<file path="src/rtl/dmem_arbiter.sv">
// Data RAM front end: round-robin CPU/debug arbitration, sub-word
// read-modify-write stores, load extension and misalignment errors.
module dmem_arbiter #(
  parameter int ADDR_W = 10
) (
  input  logic        clk,
  input  logic        rst,
  input  logic        cpu_req,
  input  logic        cpu_we,
  input  logic [1:0]  cpu_size,
  input  logic        cpu_unsigned,
  input  logic [31:0] cpu_addr,
  input  logic [31:0] cpu_wdata,
  output logic        cpu_ready,
  output logic [31:0] cpu_rdata,
  output logic        cpu_err,
  input  logic        dbg_req,
  input  logic        dbg_we,
  input  logic [31:0] dbg_addr,
  input  logic [31:0] dbg_wdata,
  output logic        dbg_ready,
  output logic [31:0] dbg_rdata,
  output logic        ram_we,
  output logic [31:0] ram_addr,
  output logic [31:0] ram_din,
  input  logic [31:0] ram_dout
);

  typedef enum logic [1:0] {IDLE, RD, WR, DONE} state_t;

  state_t            state;
  logic              g_dbg;
  logic              we;
  logic              uns;
  logic              prio_dbg;
  logic [1:0]        size;
  logic [ADDR_W-1:0] addr;
  logic [31:0]       wdata;
  logic [31:0]       data;

  logic              pick_dbg;
  logic              n_we;
  logic              n_err;
  logic [1:0]        n_size;
  logic [ADDR_W-1:0] n_addr;
  logic [31:0]       n_wdata;
  logic              unused;

  function automatic logic bad_align(logic [1:0] sz, logic [1:0] a);
    logic r;
    r = 1'b1;
    unique case (sz)
      2'b00:   r = 1'b0;
      2'b01:   r = a[0];
      2'b10:   r = |a;
      default: r = 1'b1;
    endcase
    return r;
  endfunction

  function automatic logic [31:0] merge(
    logic [31:0] old, logic [31:0] wd,
    logic [1:0] sz, logic [1:0] a);
    logic [31:0] r;
    r = old;
    unique case (1'b1)
      sz == 2'b00: r[8*a +: 8] = wd[7:0];
      sz == 2'b01: r[16*a[1] +: 16] = wd[15:0];
      default:     r = wd;
    endcase
    return r;
  endfunction

  function automatic logic [31:0] extend(
    logic [31:0] w, logic [1:0] sz,
    logic u, logic [1:0] a);
    logic [7:0]  b;
    logic [15:0] h;
    logic [31:0] r;
    b = w[8*a +: 8];
    h = w[16*a[1] +: 16];
    r = w;
    unique case (1'b1)
      sz == 2'b00: r = {{24{~u & b[7]}}, b};
      sz == 2'b01: r = {{16{~u & h[15]}}, h};
      default:     r = w;
    endcase
    return r;
  endfunction

  function automatic logic [31:0] word_addr(logic [ADDR_W-1:0] a);
    return {{(32-ADDR_W){1'b0}}, a[ADDR_W-1:2], 2'b00};
  endfunction

  // Debug wins a tie only when the CPU took the previous grant
  assign pick_dbg = dbg_req & (~cpu_req | prio_dbg);
  assign n_we     = pick_dbg ? dbg_we : cpu_we;
  assign n_size   = pick_dbg ? 2'b10 : cpu_size;
  assign n_wdata  = pick_dbg ? dbg_wdata : cpu_wdata;
  assign n_addr   = pick_dbg ? {dbg_addr[ADDR_W-1:2], 2'b00}
                             : cpu_addr[ADDR_W-1:0];
  assign n_err    = ~pick_dbg & bad_align(cpu_size, cpu_addr[1:0]);
  assign unused   = ^{cpu_addr[31:ADDR_W], dbg_addr[31:ADDR_W],
                      dbg_addr[1:0]};
  assign ram_din  = data;

  always_ff @(posedge clk or posedge rst) begin
    if (rst) begin
      state     <= IDLE;
      g_dbg     <= 1'b0;
      we        <= 1'b0;
      uns       <= 1'b0;
      prio_dbg  <= 1'b0;
      size      <= 2'b00;
      addr      <= '0;
      wdata     <= '0;
      data      <= '0;
      cpu_ready <= 1'b0;
      cpu_rdata <= '0;
      cpu_err   <= 1'b0;
      dbg_ready <= 1'b0;
      dbg_rdata <= '0;
      ram_we    <= 1'b0;
      ram_addr  <= '0;
    end else begin
      cpu_ready <= 1'b0;
      dbg_ready <= 1'b0;
      ram_we    <= 1'b0;
      unique case (state)
        IDLE: begin
          if (cpu_req | dbg_req) begin
            g_dbg    <= pick_dbg;
            we       <= n_we;
            size     <= n_size;
            uns      <= ~pick_dbg & cpu_unsigned;
            addr     <= n_addr;
            wdata    <= n_wdata;
            ram_addr <= word_addr(n_addr);
            if (n_err) begin
              state     <= DONE;
              cpu_ready <= 1'b1;
              cpu_err   <= 1'b1;
              cpu_rdata <= '0;
            end else if (n_we && n_size == 2'b10) begin
              state  <= WR;
              ram_we <= 1'b1;
              data   <= n_wdata;
            end else begin
              state <= RD;
            end
          end
        end
        RD: begin
          data <= we ? merge(ram_dout, wdata, size, addr[1:0])
                     : ram_dout;
          if (we) begin
            state  <= WR;
            ram_we <= 1'b1;
          end else begin
            state <= DONE;
            if (g_dbg) begin
              dbg_ready <= 1'b1;
              dbg_rdata <= ram_dout;
            end else begin
              cpu_ready <= 1'b1;
              cpu_err   <= 1'b0;
              cpu_rdata <= extend(ram_dout, size, uns, addr[1:0]);
            end
          end
        end
        WR: begin
          state <= DONE;
          if (g_dbg) begin
            dbg_ready <= 1'b1;
            dbg_rdata <= '0;
          end else begin
            cpu_ready <= 1'b1;
            cpu_err   <= 1'b0;
            cpu_rdata <= '0;
          end
        end
        DONE: begin
          state    <= IDLE;
          ram_addr <= '0;
          prio_dbg <= ~g_dbg;
        end
        default: state <= IDLE;
      endcase
    end
  end

endmodule

</file>
<file path="config.mk">
export PLATFORM = sky130hd
export DESIGN_NAME = dmem_arbiter
export DESIGN_NICKNAME = d
export VERILOG_FILES = /design/src/rtl/dmem_arbiter.sv
export SDC_FILE = /design/constraint.sdc
export NUM_CORES = 1
export LEC_CHECK = 0
export BUFFER_PORTS_ARGS = -buffer_cell sky130_fd_sc_hd__buf_2
export CORE_MARGIN = 2
export CORE_UTILIZATION = 50
export DETAILED_ROUTE_END_ITERATION = 8
export HOLD_SLACK_MARGIN = 0.02
export PLACE_DENSITY_LB_ADDON = 0.05
export RECOVER_POWER = 50
export SLEW_MARGIN = 20
export SYNTH_ARGS = -nofsm -noshare
export SYNTH_HDL_FRONTEND = slang
export SYNTH_SLANG_ARGS = --single-unit
</file>
<file path="constraint.sdc">
create_clock -name clk -period 12.7 [get_ports clk]
set_input_delay 1.27 -clock clk [delete_from_list [all_inputs] [get_ports clk]]
set_output_delay 1.27 -clock clk [all_outputs]
set_load 0.05 [all_outputs]
</file>
==> metrics.yaml <==
pwr:
  p_sw_mw: 1.69
  power_frac_clock: 0.162
  power_density_mw_per_mm2: 306
  leakagePower_nw: 4.71
  comb_power_share: 0.555
  seqPwrFrac: 0.283
  intPower_mw: 1.46
  vdd_ir_drop_max_v: 0.000145
  sw_frac_of_total: 0.537
synth:
  ys_types: 63
  netlist_area_mm2: 0.00876
  netlist_top_cells_area: "dfrtp_1 43%, nand2_1 6.2%, o21ai_0 4.1%"
  synth-edff-count: 0
  synthesis.area_per_instance_um2: 9.05
  synth_commonest_cells: "150 x dfrtp_1, 144 x nand2_1, 72 x o21ai_0, 62 x clkbuf_1, 51 x nor2_1"
  yosysTopAreaCellShare: 0.428
  synth_top_area_cell: "dfrtp_1"
  synthArstFlopShare: 1.00
  yosysWarnings: 0
  netlist_instances: 968
  synth_top_family_by_area: "compound AO/OA/AOI/OAI gates"
  synthMuxAreaShare: 0.0414
  synth_xor_area_frac: 0
  synth.ff_latch_count: 150
  synth_fa_ha_area_frac: 0.0129
  synth-main-ff-cell: "dfrtp_1"
  synthMostInstantiatedCell: "dfrtp_1"
  seq_area_frac_synth: 0.428
  yosys.area_share.simple: 0.188
  synth_compound_area_frac: 0.260
detailed_routing:
  drtIter0Drc: 717
  ant_nets: 0
  vias_per_cell: 6.14
  post_drt_wl_per_cell_um: 21.4
  drt_pass1_iterations: 7
  routed_wl_mm: 29.5
  post-route-drc-count: 0
  via_count: 8471
sta:
  max_freq_mhz: 230
  max_slew_margin: -1.39
  fin_worst_skew_ns: 0.0124
  drv_slew: 81
  hold_viol: 0
  finalSetupViolCount: 0
  timing.final.crit_share: 0.343
  rsz0062_at_grt: "false"
  worst_pin_slew_ns: 3.57
  min_period_ns: 4.35
  setup_tns_ns: 0
cts:
  clkSinkCount: 150
  post_cts_buffers: 0
  clk_pin_slew_worst_paths_ns: 0.06
  cts_hold_buffers: 0
  cts_buffers: 17
  worstSkewPairLatency_ns: 0.44
  cts_tree: "built"
  ctsRootBufferMaster: "clkbuf_16"
  clockBufferDepth: 2
  post_cts_resize_count: 0
  h-tree-depth: 4
global_route:
  antenna_found_initial: 0
  grtUsageTotal: 0.317
  first_global_vias: 7859
  grt.overflow.total: 0
  grt_max_degree: 81
  grt_pass1_wl_mm: 44.6
setup_path:
  critPathMaxStageDelay_ns: 0.90
  crit_path_top_delay_cell: "o2111ai_2"
  r2r-end: "ram_din[21]"
  cp-end-kind: "register"
  crit_fanout: 26
  critical_path_class: "in -> reg"
  reg2reg_depth: 6
  cp.required_ns: 13.05
  path_depth: 5
  regToRegSetupSlack_ns: 9.13
  worstPathCellList: "clkbuf_1 > inv_1 > o2111ai_2 > nand2_1 > a31oi_1"
  critical_path.startpoint: "dbg_req"
  r2r_start: "addr[1]"
  endpoint: "ram_din[24]"
  worstPathArrival_ns: 4.70
  worstSetupStartpointType: "primary input"
  crit_buf_inv: 2
  cpLargestDelayFamily: "buffers and inverters"
outcome:
  status: "complete, but fails checks"
  violations: "max-capacitance violations, max-slew violations"
finish:
  n_antenna_cell: 0
  fin_nets: 1321
  area_growth_pct: 17.4
  layout-drive-gt1-share: 0.176
  fin_area_mm2: 0.0103
placed_design:
  post_dp_cell_area_mm2: 0.00985
  io_buffers: 230
  dp_hpwl_mm: 20.6
  globalplace.congestion: 0.863
floorplanning:
  rows: 48
  start_util: 0.508
  die_h_um: 136
  die_w_um: 136
  core_mm2: 0.0172
  die-area_mm2: 0.0186
  io_pins: 301
run:
  timing.max_cap.violations: 1
min_path:
  hold_depth: 2
  hold_start: "dbg_rdata[26]"
  hold_class: "reg -> reg"
## flip-flops by register name, indices dropped and copies added, names as in the netlist
| name | flops |
|---|---|
| addr | 2 |
| cpu_err | 1 |
| cpu_rdata | 32 |
| cpu_ready | 1 |
| dbg_rdata | 32 |
| dbg_ready | 1 |
| g_dbg | 1 |
| prio_dbg | 1 |
| ram_addr | 8 |
| ram_din | 32 |
| ram_we | 1 |
| size | 2 |
| state | 2 |
| uns | 1 |
| wdata | 32 |
| we | 1 |
## placed cells by master (no fill, tap or decap), types with 27 or more instances in the layout
| master | instances |
|---|---|
| nand3b_1 | 33 |
| clkbuf_1 | 112 |
| a221oi_1 | 32 |
| a31oi_1 | 33 |
| nand2_1 | 143 |
| nor2_1 | 48 |
| a21oi_1 | 27 |
| buf_2 | 121 |
| o21ai_0 | 72 |
| dfrtp_1 | 150 |
## how the worst min path moves through the flow
stage / to
2_1_floorplan: wdata[16]
3_3_place_gp: dbg_rdata[14]
3_5_place_dp: dbg_rdata[11]
4_1_cts: dbg_rdata[11]
5_1_grt: dbg_rdata[0]
6_report: dbg_rdata[26]
## through the flow
| step | std cells | power [mW] | hold slack (ns) | setup WS (ns) | utilization |
|---|---|---|---|---|---|
| final | 1380 | 3.15 | 0.466 | 8.35 | 0.597 |
| after detailed placement | 1349 | 2.67 | 0.450 | 8.64 | 0.572 |
| after global routing | 1380 | 3.33 | 0.491 | 8.05 | 0.597 |
| after global placement | 1349 | 2.65 | 0.444 | 8.41 | 0.572 |
| after CTS | 1380 | 3.18 | 0.465 | 9.03 | 0.606 |
| after floorplan | 991 | 2.23 | 0.444 | 7.39 | - |
## kinds of logic (layout without fill, tap and decap cells)
family	after synthesis	after routing
AO/OA/AOI/OAI	311	311
adder cells (fa/ha/maj)	9	9
buffers and inverters	124	288
flip-flops	150	150
multiplexers	34	34
other	1	24
AND/OR/NAND/NOR	339	339
## final cells by class
class                      instances  area [um^2]
clock buffer                      18          429
clock inverter                    13          156
fill                            1673         6950
inverter                          14         53.8
multi-input combinational        717         4510
sequential                       150         3750
tap                              225          282
timing repair buffer             243         1100
## power groups by stage
stage	Clock (mW)	Combinational, mW	Sequential, mW
floorplan	0	0.881	1.35
global placement	0	1.77	0.882
detailed placement	0	1.78	0.887
CTS	0.516	1.79	0.880
global route	0.534	1.88	0.913
finish	0.512	1.75	0.891
## per-layer routing
| metal | part of all wire | GRT usage | vias to the layer above |
|---|---|---|---|
| met5 | 0 | 0 | - |
| met4 | 0.029 | 0.111 | 0 |
| met3 | 0.074 | 0.0429 | 58 |
| met2 | 0.46 | 0.504 | 443 |
| met1 | 0.44 | 0.446 | 4091 |
| li1 | - | - | 3879 |
## tightest hold or removal path: stages, from the launching register on
cell and delay, ns:
dfrtp_1 0.34, nand2_1 0.05, nand2_1 0.05
Note: power is estimated with default switching activity, not from simulation.
